==> config.mk <==
export PLATFORM = sky130hd
export DESIGN_NAME = tick_gen
export DESIGN_NICKNAME = d
export VERILOG_FILES = /design/src/rtl/tick_gen_pkg.sv /design/src/rtl/tick_gen_chan.sv /design/src/rtl/tick_gen.sv
export SDC_FILE = /design/constraint.sdc
export NUM_CORES = 1
export LEC_CHECK = 0
export BUFFER_PORTS_ARGS = -buffer_cell sky130_fd_sc_hd__buf_2
export CORE_UTILIZATION = 45
export DETAILED_ROUTE_END_ITERATION = 6
export PLACE_DENSITY = 0.71
export SYNTH_ARGS = -nofsm -noshare
export SYNTH_HDL_FRONTEND = slang
export SYNTH_HIERARCHICAL = 1
export SYNTH_SLANG_ARGS = --single-unit
==> constraint.sdc <==
create_clock -name clock -period 9.05 [get_ports clock]
set_clock_uncertainty 0.1 [all_clocks]
set_input_delay 0.905 -clock clock [delete_from_list [all_inputs] [get_ports clock]]
set_output_delay 0.905 -clock clock [all_outputs]
set_load 0.1 [all_outputs]
==> src/rtl/tick_gen_pkg.sv <==
// Shared configuration for the tick_gen timebase: channel map, default rates
// and the accumulator word type used by tick_gen and tick_gen_chan.
package tick_gen_pkg;

    localparam int TICK_GEN_CHANNELS = 2;
    localparam int CH_RTC            = 0;
    localparam int CH_BAUD           = 1;

    localparam int SYS_CLK_FREQ      = 25000000;
    localparam int RTC_FREQ          = 32768;
    localparam int BAUDRATE          = 115200;

    localparam int TICK_ACC_W        = 32;
    typedef logic [TICK_ACC_W-1:0] acc_word_t;

    localparam acc_word_t INC_INIT_RTC  = acc_word_t'(RTC_FREQ);
    localparam acc_word_t INC_INIT_BAUD = acc_word_t'(BAUDRATE);

endpackage

==> src/rtl/tick_gen_chan.sv <==
// One fractional tick channel: phase accumulator modulo CLK_FREQ, registered
// tick pulse and, when TICK_GEN_SQUARE_EN is defined, a square-wave output.
module tick_gen_chan
    import tick_gen_pkg::*;
#(
    parameter int               CLK_FREQ  = SYS_CLK_FREQ,
    parameter int               ACC_W     = TICK_ACC_W,
    parameter logic [ACC_W-1:0] INC_RESET = INC_INIT_RTC
) (
    input  logic             clock,
    input  logic             reset,
    input  logic             enable,
    input  logic             wr_en,
    input  logic [ACC_W-1:0] wr_inc,
`ifdef TICK_GEN_SQUARE_EN
    output logic             sq,
`endif
    output logic             tick
);

    localparam logic [ACC_W-1:0] MODULUS = ACC_W'(CLK_FREQ);

    logic [ACC_W-1:0] acc_q, acc_d;
    logic [ACC_W-1:0] inc_q, inc_d;
    logic             tick_q, tick_d;
    logic [ACC_W:0]   sum_s;
    logic [ACC_W:0]   diff_s;
    logic [ACC_W-1:0] inc_clamped_s;
    logic             sq_q, sq_d;

    // Next-state: a write restarts the phase and wins over a same-cycle crossing
    always_comb begin
        sum_s  = {1'b0, acc_q} + {1'b0, inc_q};
        diff_s = sum_s - {1'b0, MODULUS};
        if (wr_inc > MODULUS) begin
            inc_clamped_s = MODULUS;
        end else begin
            inc_clamped_s = wr_inc;
        end
        acc_d  = acc_q;
        inc_d  = inc_q;
        tick_d = 1'b0;
        sq_d   = sq_q;
        if (wr_en) begin
            inc_d = inc_clamped_s;
            acc_d = {ACC_W{1'b0}};
            sq_d  = 1'b0;
        end else if (enable) begin
            if (sum_s >= {1'b0, MODULUS}) begin
                acc_d  = diff_s[ACC_W-1:0];
                tick_d = 1'b1;
                sq_d   = ~sq_q;
            end else begin
                acc_d  = sum_s[ACC_W-1:0];
            end
        end else begin
            acc_d = acc_q;
        end
    end

    // Channel state registers with synchronous reset
    always_ff @(posedge clock) begin
        if (reset) begin
            acc_q  <= {ACC_W{1'b0}};
            inc_q  <= INC_RESET;
            tick_q <= 1'b0;
            sq_q   <= 1'b0;
        end else begin
            acc_q  <= acc_d;
            inc_q  <= inc_d;
            tick_q <= tick_d;
            sq_q   <= sq_d;
        end
    end

    assign tick = tick_q;
`ifdef TICK_GEN_SQUARE_EN
    assign sq   = sq_q;
`endif

endmodule

==> src/rtl/tick_gen.sv <==
// Multi-channel fractional tick generator with run-time rate write port.
// Optional square-wave outputs are built when TICK_GEN_SQUARE_EN is defined.
module tick_gen
    import tick_gen_pkg::*;
#(
    parameter int               CLK_FREQ = SYS_CLK_FREQ,
    parameter int               CHANNELS = TICK_GEN_CHANNELS,
    parameter int               ACC_W    = TICK_ACC_W,
    parameter logic [ACC_W-1:0] INC_INIT [CHANNELS] = '{INC_INIT_RTC, INC_INIT_BAUD}
) (
    input  logic                clock,
    input  logic                reset,
    input  logic [CHANNELS-1:0] enable,
    input  logic                wr_valid,
    output logic                wr_ready,
    input  logic [3:0]          wr_chan,
    input  logic [ACC_W-1:0]    wr_inc,
`ifdef TICK_GEN_SQUARE_EN
    output logic [CHANNELS-1:0] sq,
`endif
    output logic [CHANNELS-1:0] tick
);

    logic                wr_ready_q, wr_ready_d;
    logic                wr_fire_s;
    logic [CHANNELS-1:0] wr_en_s;

    // Write decode; addresses beyond the last channel match nothing and are dropped
    always_comb begin
        wr_ready_d = 1'b1;
        wr_fire_s  = wr_valid && wr_ready_q;
        for (int i = 0; i < CHANNELS; i++) begin
            wr_en_s[i] = wr_fire_s && (wr_chan == 4'(i));
        end
    end

    // Ready register, low only while reset is held
    always_ff @(posedge clock) begin
        if (reset) begin
            wr_ready_q <= 1'b0;
        end else begin
            wr_ready_q <= wr_ready_d;
        end
    end

    assign wr_ready = wr_ready_q;

    for (genvar g = 0; g < CHANNELS; g++) begin : g_chan
        tick_gen_chan #(
            .CLK_FREQ  (CLK_FREQ),
            .ACC_W     (ACC_W),
            .INC_RESET (INC_INIT[g])
        ) u_chan (
            .clock  (clock),
            .reset  (reset),
            .enable (enable[g]),
            .wr_en  (wr_en_s[g]),
            .wr_inc (wr_inc),
`ifdef TICK_GEN_SQUARE_EN
            .sq     (sq[g]),
`endif
            .tick   (tick[g])
        );
    end

endmodule

==> results of run 1 <==
-- routing by layer --
layer / up-vias / wire [um] / global-route usage, % / part of all wire [%]
li1: 4795 / - / - / -
met1: 4640 / 14830 / 38.26 / 50
met2: 426 / 11750 / 35.40 / 40
met3: 39 / 2311 / 5.176 / 7.9
met4: 0 / 489 / 7.888 / 1.7
met5: - / 0 / 0 / 0
-- through the flow --
stage / utilization (%) / hold slack [ns] / area, um2
after floorplan: - / 0.3340 / 10190
after global placement: 47.59 / 0.3473 / 10480
after detailed placement: 47.59 / 0.3486 / 10480
after CTS: 50.18 / 0.3671 / 11050
after global routing: 50.18 / 0.3782 / 11050
final: 50.18 / 0.3619 / 11050
-- worst reg2reg max path: stages (launching register included) --
cell and delay [ns]:
dfxtp_1 0.34, ha_1 0.21, inv_1 0.07, fa_1 0.40
nand2b_1 0.23, a21oi_4 0.27, or3_1 0.18, nand2_1 0.10
inv_1 0.08, ha_1 0.14, nand3b_1 0.07, or4_1 0.57
nor4_1 0.25, nand4_1 0.62, a21boi_0 0.69, a21boi_0 0.17
o31a_1 0.29
-- cells in the final DEF (no fill, tap or decap), types with 6 or more instances in the layout --
cell type / n
o21ai_1: 10
or4_1: 7
nand3_1: 19
or3_1: 16
nor2_1: 106
a21o_1: 28
a31oi_1: 26
inv_1: 51
nor3_1: 16
o211ai_1: 13
and2_1: 24
xnor2_1: 44
mux2i_1: 15
ha_1: 68
buf_2: 43
xor2_1: 32
a21oi_1: 139
dfxtp_1: 131
clkbuf_16: 17
nand2b_1: 13
a211o_1: 8
nor2b_1: 7
a211oi_1: 41
a22o_1: 21
a22oi_1: 6
o31ai_1: 7
nand4_1: 28
nand2_1: 96
o21ai_0: 89
nor4_1: 16
o21a_1: 13
-- final timing paths --
kind                                   start                    endpoint  slack [ns]
setup / recovery   g_chan[0].u_chan/inc_q[0]  g_chan[0].u_chan/acc_q[29]        4.14
hold / removal    g_chan[0].u_chan/inc_q[30]  g_chan[0].u_chan/inc_q[30]        0.36
setup reg to reg   g_chan[0].u_chan/inc_q[0]  g_chan[0].u_chan/acc_q[29]        4.14
hold reg to reg   g_chan[0].u_chan/inc_q[30]  g_chan[0].u_chan/inc_q[30]        0.36
-- final cells by class --
class	instances	area [um2]	area share [%]
clock inverters	13	136.4	1.234
repair buffers	47	245.2	2.219
multi-input cells	1034	7073	64.00
inverters	51	191.4	1.732
well taps	280	350.3	3.170
flip-flops and latches	131	2623	23.73
clock buffers	19	432.9	3.917
-- cells by family after synthesis --
family	after synthesis	synth area share [%]
fa+ha+maj	70	8.743
simple gates	385	19.29
mux	18	1.805
xor+xnor	77	6.692
compound gates	484	32.83
flops	131	25.74
buf+inv	121	4.899
-- registers in the layout, indices dropped and copies added (netlist names) --
register,flops
g_chan.u_chan/acc_q,64
g_chan.u_chan/inc_q,64
wr_ready,1
g_chan.u_chan/tick,2
-- power groups by stage --
stage	clock, W	combinational, W	sequential (W)
6_report	0.000677	0.000531	0.000628
4_1_cts	0.000686	0.000517	0.000627
3_5_place_dp	0	0.000514	0.000639
5_1_grt	0.000717	0.000577	0.000631
2_1_floorplan	0	0.000394	0.000642
3_3_place_gp	0	0.000510	0.000638
==> reports/metrics.csv, run 1 <==
stage,metric,value,unit
power_and_ir_drop,Int Power,0.001202,W
routing,DRC violations left,0,
floorplanning,chip width,152.5,um
global_route,number of global-route vias before repair,8999,
floorplanning,Initial Util,46.26,%
setup_path,cell family with most CP delay,simple AND/OR/NAND/NOR gates,
clock_tree,CTS tree,built,
power_and_ir_drop,power share of the clock group,36.9,%
global_route,initial antenna violation count,0,
place,DP Wirelength,22170,um
routing,Post-DRT Antenna Nets,0,
logic_synthesis,Yosys warning total,6,
run,Max-cap violations,0,
logic_synthesis,Syn Std Cell Area,0.01019,mm2
floorplanning,Die Footprint,0.02325,mm2
sta,slew margin rel.,22.34,%
setup_path,"slowest stage delay, CP",0.69,ns
routing,WL per Instance,18.65,um
routing,Initial DRC Count,998,
cells_and_area,Filler cells,2119,
clock_tree,post-CTS sizing,0,
clock_tree,CTS Hold Buffers Added,0,
sta,final worst slack,4.138,ns
min_path,hold path depth,1,
logic_synthesis,post-synthesis async set-or-reset flop share,0,%
clock_tree,postcts setup bufs,0,
sta,Final Slew Violations,0,
logic_synthesis,Main synth FF type,dfxtp_1,
clock_tree,Inserted Clock Buffers,17,
logic_synthesis,dominant cell by count in the synthesized netlist,a21oi_1,
cells_and_area,share of cells above drive strength 1,9.961,%
setup_path,worst-path cell chain,ha_1 > inv_1 > fa_1 > nand2b_1 > a21oi_4 > or3_1 > nand2_1 > inv_1 > ha_1 > nand3b_1 > or4_1 > nor4_1 > nand4_1 > a21boi_0 > a21boi_0 > o31a_1,
power_and_ir_drop,leak pwr,4.472,nW
min_path,Worst Hold Class,flip-flop to flip-flop,
global_route,Global Route Usage Sum,25.32,%
logic_synthesis,Synth Instances,1286,
floorplanning,row cnt,54,
setup_path,"Req. time, crit path",9.26,ns
sta,final worst path period share,54.28,%
sta,Final setup viols,0,
setup_path,worst r2r path cells,16,
clock_tree,worst skew pair latency,0.43,ns
setup_path,Worst setup EP type,flip-flop,
cells_and_area,ant diodes,0,
power_and_ir_drop,total power,0.001835,W
clock_tree,root buf cell,clkbuf_16,
floorplanning,Core Region,0.02203,mm2
logic_synthesis,Synth top area share,25.74,%
place,Placed Cells,1543,
logic_synthesis,Post-synth EDFFs,0,
place,DP Worst Slack,4.186,ns
sta,final setup TNS,0,ns
clock_tree,Sink Count,131,
setup_path,WP buf/inv,2,
setup_path,Setup CP Type,flip-flop to flip-flop,
logic_synthesis,"area leader, netlist",dfxtp_1,
logic_synthesis,"top cells by count, synth","a21oi_1, dfxtp_1, nor2_1",
place,RePlAce Congestion,1.002,
global_route,first-pass GRT wire length,47430,um
cells_and_area,NumNets Final,1393,
clock_tree,htree depth,4,
clock_tree,clock buffer depth,2,
power_and_ir_drop,Net Sw Power,0.0006332,W
routing,vias,9900,
routing,TritonRoute pass-1 iters,7,
power_and_ir_drop,Comb pwr share,28.9,%
clock_tree,Worst-path clk slew,0.06,ns
floorplanning,IO Count,44,
routing,Via density,6.286,
logic_synthesis,largest cells by area after synthesis,"dfxtp_1, ha_1, a21oi_1, o21ai_0, nor2_1",
power_and_ir_drop,part of the power in registers,34.2,%
logic_synthesis,"FF+latch count, synth",131,
setup_path,CP Launch Type,flip-flop,
logic_synthesis,syn avg cell area,7.924,um2
outcome,status,completed,
setup_path,Crit-path slowest cell,a21boi_0,
power_and_ir_drop,Net Sw Frac,34.50,%
global_route,largest net degree at the start of global routing,60,
logic_synthesis,sequential share of the synthesized area,25.74,%
sta,unrepaired setup endpoints after global routing,false,
setup_path,crit path DAT,5.12,ns
place,Buffers on Ports,43,
power_and_ir_drop,Peak VDD IR,0.09378,mV
global_route,GR Overflow Total,0,
setup_path,Worst path depth,16,
sta,post-route minimum period,4.912,ns
cells_and_area,Post-Layout Cell Count,1575,
sta,highest achievable clock rate,0.2036,GHz
setup_path,crit path max fanout,18,
power_and_ir_drop,Power per Cell Area,166.1,mW/mm2
cells_and_area,synthesis-to-layout area growth,8.460,%
logic_synthesis,syn nets,1397,
routing,final wirelength,29380,um
floorplanning,Die Ht,152.5,um
sta,final hold vios,0,
sta,Worst Max-Slew Pin Slew,1.163,ns
logic_synthesis,count of cell types in the netlist,94,
Note: power is estimated with default switching activity, not from simulation.
==> inputs of run 2 (changes only) <==
- ABC_AREA: not set -> 1
- PLACE_DENSITY: 0.71 -> 0.73
- clock period: 9.05 -> 4.26 ns (I/O delays scaled with it)
==> reports/metrics.csv, run 2 <==
stage,metric,value,unit,change
setup_path,crit path max fanout,23,,+5
logic_synthesis,Main synth FF type,dfxtp_1,,
global_route,largest net degree at the start of global routing,55,,-8.3%
floorplanning,Core Region,0.02613,mm2,+19%
power_and_ir_drop,part of the power in registers,34.1,%,about the same
setup_path,CP Launch Type,flip-flop,,
logic_synthesis,syn avg cell area,5.756,um2,-27%
cells_and_area,NumNets Final,2225,,+60%
place,Buffers on Ports,43,,unchanged
routing,TritonRoute pass-1 iters,7,,unchanged
power_and_ir_drop,Peak VDD IR,0.2368,mV,+150%
place,Placed Cells,2430,,+57%
cells_and_area,most used cells in the layout excluding fill and tap cells,"nand2_1, inv_1, nor2_1",,
cells_and_area,share of cells above drive strength 1,9.647,%,-0.31 points
outcome,status,"complete, but fails checks",,
global_route,initial antenna violation count,1,,+1
logic_synthesis,Syn Std Cell Area,0.01201,mm2,+18%
floorplanning,Die Footprint,0.02735,mm2,+18%
place,RePlAce Congestion,0.9516,,-5.1%
clock_tree,worst skew pair latency,0.43,ns,about the same
power_and_ir_drop,Net Sw Power,0.001403,W,+120%
power_and_ir_drop,Power per Cell Area,305.2,mW/mm2,+84%
power_and_ir_drop,leak pwr,6.983,nW,+56%
global_route,number of global-route vias before repair,11910,,+32%
clock_tree,root buf cell,clkbuf_16,,
cells_and_area,Post-Layout Cell Count,2462,,+56%
logic_synthesis,sequential share of the synthesized area,21.83,%,-3.9 points
sta,Worst Max-Slew Pin Slew,0.9089,ns,-0.2536 ns
floorplanning,IO Count,44,,unchanged
clock_tree,htree depth,4,,unchanged
clock_tree,Inserted Clock Buffers,17,,unchanged
global_route,Global Route Usage Sum,27.32,%,+2.0 points
place,DP Worst Slack,0.5794,ns,-3.606 ns
power_and_ir_drop,Comb pwr share,27.9,%,-1.0 points
routing,vias,12910,,+30%
setup_path,"Req. time, crit path",4.50,ns,-4.76 ns
cells_and_area,synthesis-to-layout area growth,9.031,%,
global_route,first-pass GRT wire length,57980,um,+22%
sta,slew margin rel.,39.18,%,+17 points
routing,Initial DRC Count,824,,-17%
setup_path,cell family with most CP delay,simple AND/OR/NAND/NOR gates,,
logic_synthesis,count of cell types in the netlist,47,,-50%
floorplanning,Die Ht,165.4,um,+8.5%
clock_tree,clock buffer depth,2,,unchanged
logic_synthesis,"area leader, netlist",dfxtp_1,,
run,Max-cap violations,0,,unchanged
setup_path,"slowest stage delay, CP",0.52,ns,-0.17 ns
clock_tree,Sink Count,131,,unchanged
outcome,failing checks,DRC,,
routing,DRC violations left,12,,+12
floorplanning,Initial Util,45.97,%,-0.29 points
sta,unrepaired setup endpoints after global routing,false,,
logic_synthesis,Synth Instances,2087,,+62%
sta,final setup TNS,0,ns,unchanged
setup_path,worst-path cell chain,ha_1 > inv_1 > fa_1 > inv_1 > nand3_1 > nand2_2 > nand2_1 > nand2_1 > nand2_1 > nand2_2 > inv_1 > ha_1 > nor3b_1 > nand4_1 > nor2_1 > nand3_1 > nor2_1 > nand3_1 > nand4_2 > o21ai_0 > nand3_1 > nand2_1 > inv_1,,
floorplanning,chip width,165.4,um,+8.5%
clock_tree,post-CTS sizing,0,,unchanged
logic_synthesis,post-synthesis async set-or-reset flop share,0,%,unchanged
clock_tree,postcts setup bufs,0,,unchanged
logic_synthesis,Yosys warning total,6,,unchanged
routing,WL per Instance,14.70,um,-21%
logic_synthesis,Synth top area share,21.83,%,-3.9 points
logic_synthesis,syn nets,2198,,+57%
global_route,GR Overflow Total,0,,unchanged
logic_synthesis,largest cells by area after synthesis,"dfxtp_1, nand2_1, inv_1, nor2_1, ha_1",,
setup_path,Worst setup EP type,flip-flop,,
cells_and_area,"commonest non-fill, non-tap cell in the layout",nand2_1,,
min_path,Worst Hold Class,input port to flip-flop,,
sta,final worst slack,0.5454,ns,-3.593 ns
sta,post-route minimum period,3.715,ns,-1.197 ns
setup_path,crit path DAT,3.95,ns,-1.17 ns
sta,Final setup viols,0,,unchanged
logic_synthesis,dominant cell by count in the synthesized netlist,nand2_1,,
sta,final hold vios,0,,unchanged
setup_path,WP buf/inv,4,,+2
routing,Via density,5.242,,-17%
cells_and_area,fin util,50.12,%,-0.056 points
logic_synthesis,Post-synth EDFFs,0,,unchanged
sta,highest achievable clock rate,0.2692,GHz,+32%
logic_synthesis,"top cells by count, synth","nand2_1, inv_1, nor2_1",,
clock_tree,Worst-path clk slew,0.06,ns,about the same
setup_path,Setup CP Type,flip-flop to flip-flop,,
clock_tree,CTS tree,built,,
floorplanning,row cnt,59,,+9.3%
sta,Final Slew Violations,0,,unchanged
power_and_ir_drop,Int Power,0.002595,W,+120%
place,DP Wirelength,28990,um,+31%
power_and_ir_drop,power share of the clock group,38.0,%,+1.1 points
routing,Post-DRT Antenna Nets,0,,unchanged
power_and_ir_drop,Net Sw Frac,35.09,%,+0.59 points
clock_tree,CTS Hold Buffers Added,0,,unchanged
routing,final wirelength,36190,um,+23%
setup_path,Crit-path slowest cell,nand4_2,,
logic_synthesis,"FF+latch count, synth",131,,unchanged
sta,final worst path period share,87.20,%,+33 points
==> run 2: worst paths after layout <==
kind	slack (ns)	start	to	depth (start not counted)
worst max-delay path	0.55	g_chan[0].u_chan/acc_q[0]	g_chan[0].u_chan/acc_q[8]	23
worst min-delay path	0.20	wr_inc[3]	g_chan[1].u_chan/inc_q[3]	2
worst max register to register	0.55	g_chan[0].u_chan/acc_q[0]	g_chan[0].u_chan/acc_q[8]	23
worst min register to register	0.35	g_chan[0].u_chan/inc_q[27]	g_chan[0].u_chan/inc_q[27]	2
==> run 2: worst reg2reg max path, cell delays in order (launching register included) <==
cell	delay, ns
dfxtp_1	0.34
ha_1	0.21
inv_1	0.07
fa_1	0.41
inv_1	0.10
nand3_1	0.08
nand2_2	0.12
nand2_1	0.08
nand2_1	0.11
nand2_1	0.08
nand2_2	0.09
inv_1	0.06
ha_1	0.18
nor3b_1	0.13
nand4_1	0.09
nor2_1	0.06
nand3_1	0.14
nor2_1	0.05
nand3_1	0.11
nand4_2	0.52
o21ai_0	0.25
nand3_1	0.10
nand2_1	0.09
inv_1	0.03
==> run 2: through the flow <==
step / power, W / area, um2 / hold slack [ns]
after floorplan: 0.002222 / 12010 / 0.3228
after global placement: 0.002463 / 12500 / 0.3345
after detailed placement: 0.002482 / 12500 / 0.3352
after CTS: 0.003998 / 13090 / 0.1972
after global routing: 0.004207 / 13100 / 0.2014
final: 0.003998 / 13100 / 0.2046
==> run 2: power groups by stage <==
| stage | clock [W] | combinational [W] | sequential, W |
|---|---|---|---|
| after detailed placement | 0 | 0.00110 | 0.00139 |
| final | 0.00152 | 0.00111 | 0.00136 |
| after global placement | 0 | 0.00108 | 0.00139 |
| after CTS | 0.00154 | 0.00110 | 0.00136 |
| after global routing | 0.00158 | 0.00126 | 0.00137 |
| after floorplan | 0 | 0.000858 | 0.00136 |
==> run 2: area by class of cell <==
| type | count | area [um2] |
|---|---|---|
| fill | 2750 | 13040 |
| multi-input combinational | 1581 | 7938 |
| sequential | 131 | 2623 |
| inverter | 332 | 1246 |
| clock buffer | 21 | 460.4 |
| tap | 335 | 419.2 |
| timing repair buffer | 51 | 275.3 |
| clock inverter | 9 | 131.4 |
| antenna | 2 | 5.005 |
==> run 2: logic make-up (layout without fill, tap and decap cells) <==
group,Yosys count,in the layout,share of synthesized area (%)
simple gates,1264,1264,45.62
compound gates,215,215,10.71
fa+ha+maj,70,70,7.416
other cells,0,2,0
buf+inv,375,413,12.09
flops,131,131,21.83
xor+xnor,32,32,2.333
==> run 2: metal layers <==
layer	track usage, %	routed length (um)	part of all wire, %	up-vias
li1	-	-	-	6669
met1	33.38	15870	44	5814
met2	48.16	17310	48	349
met3	3.596	1876	5.2	74
met4	10.83	1128	3.1	0
met5	0	0	0	-
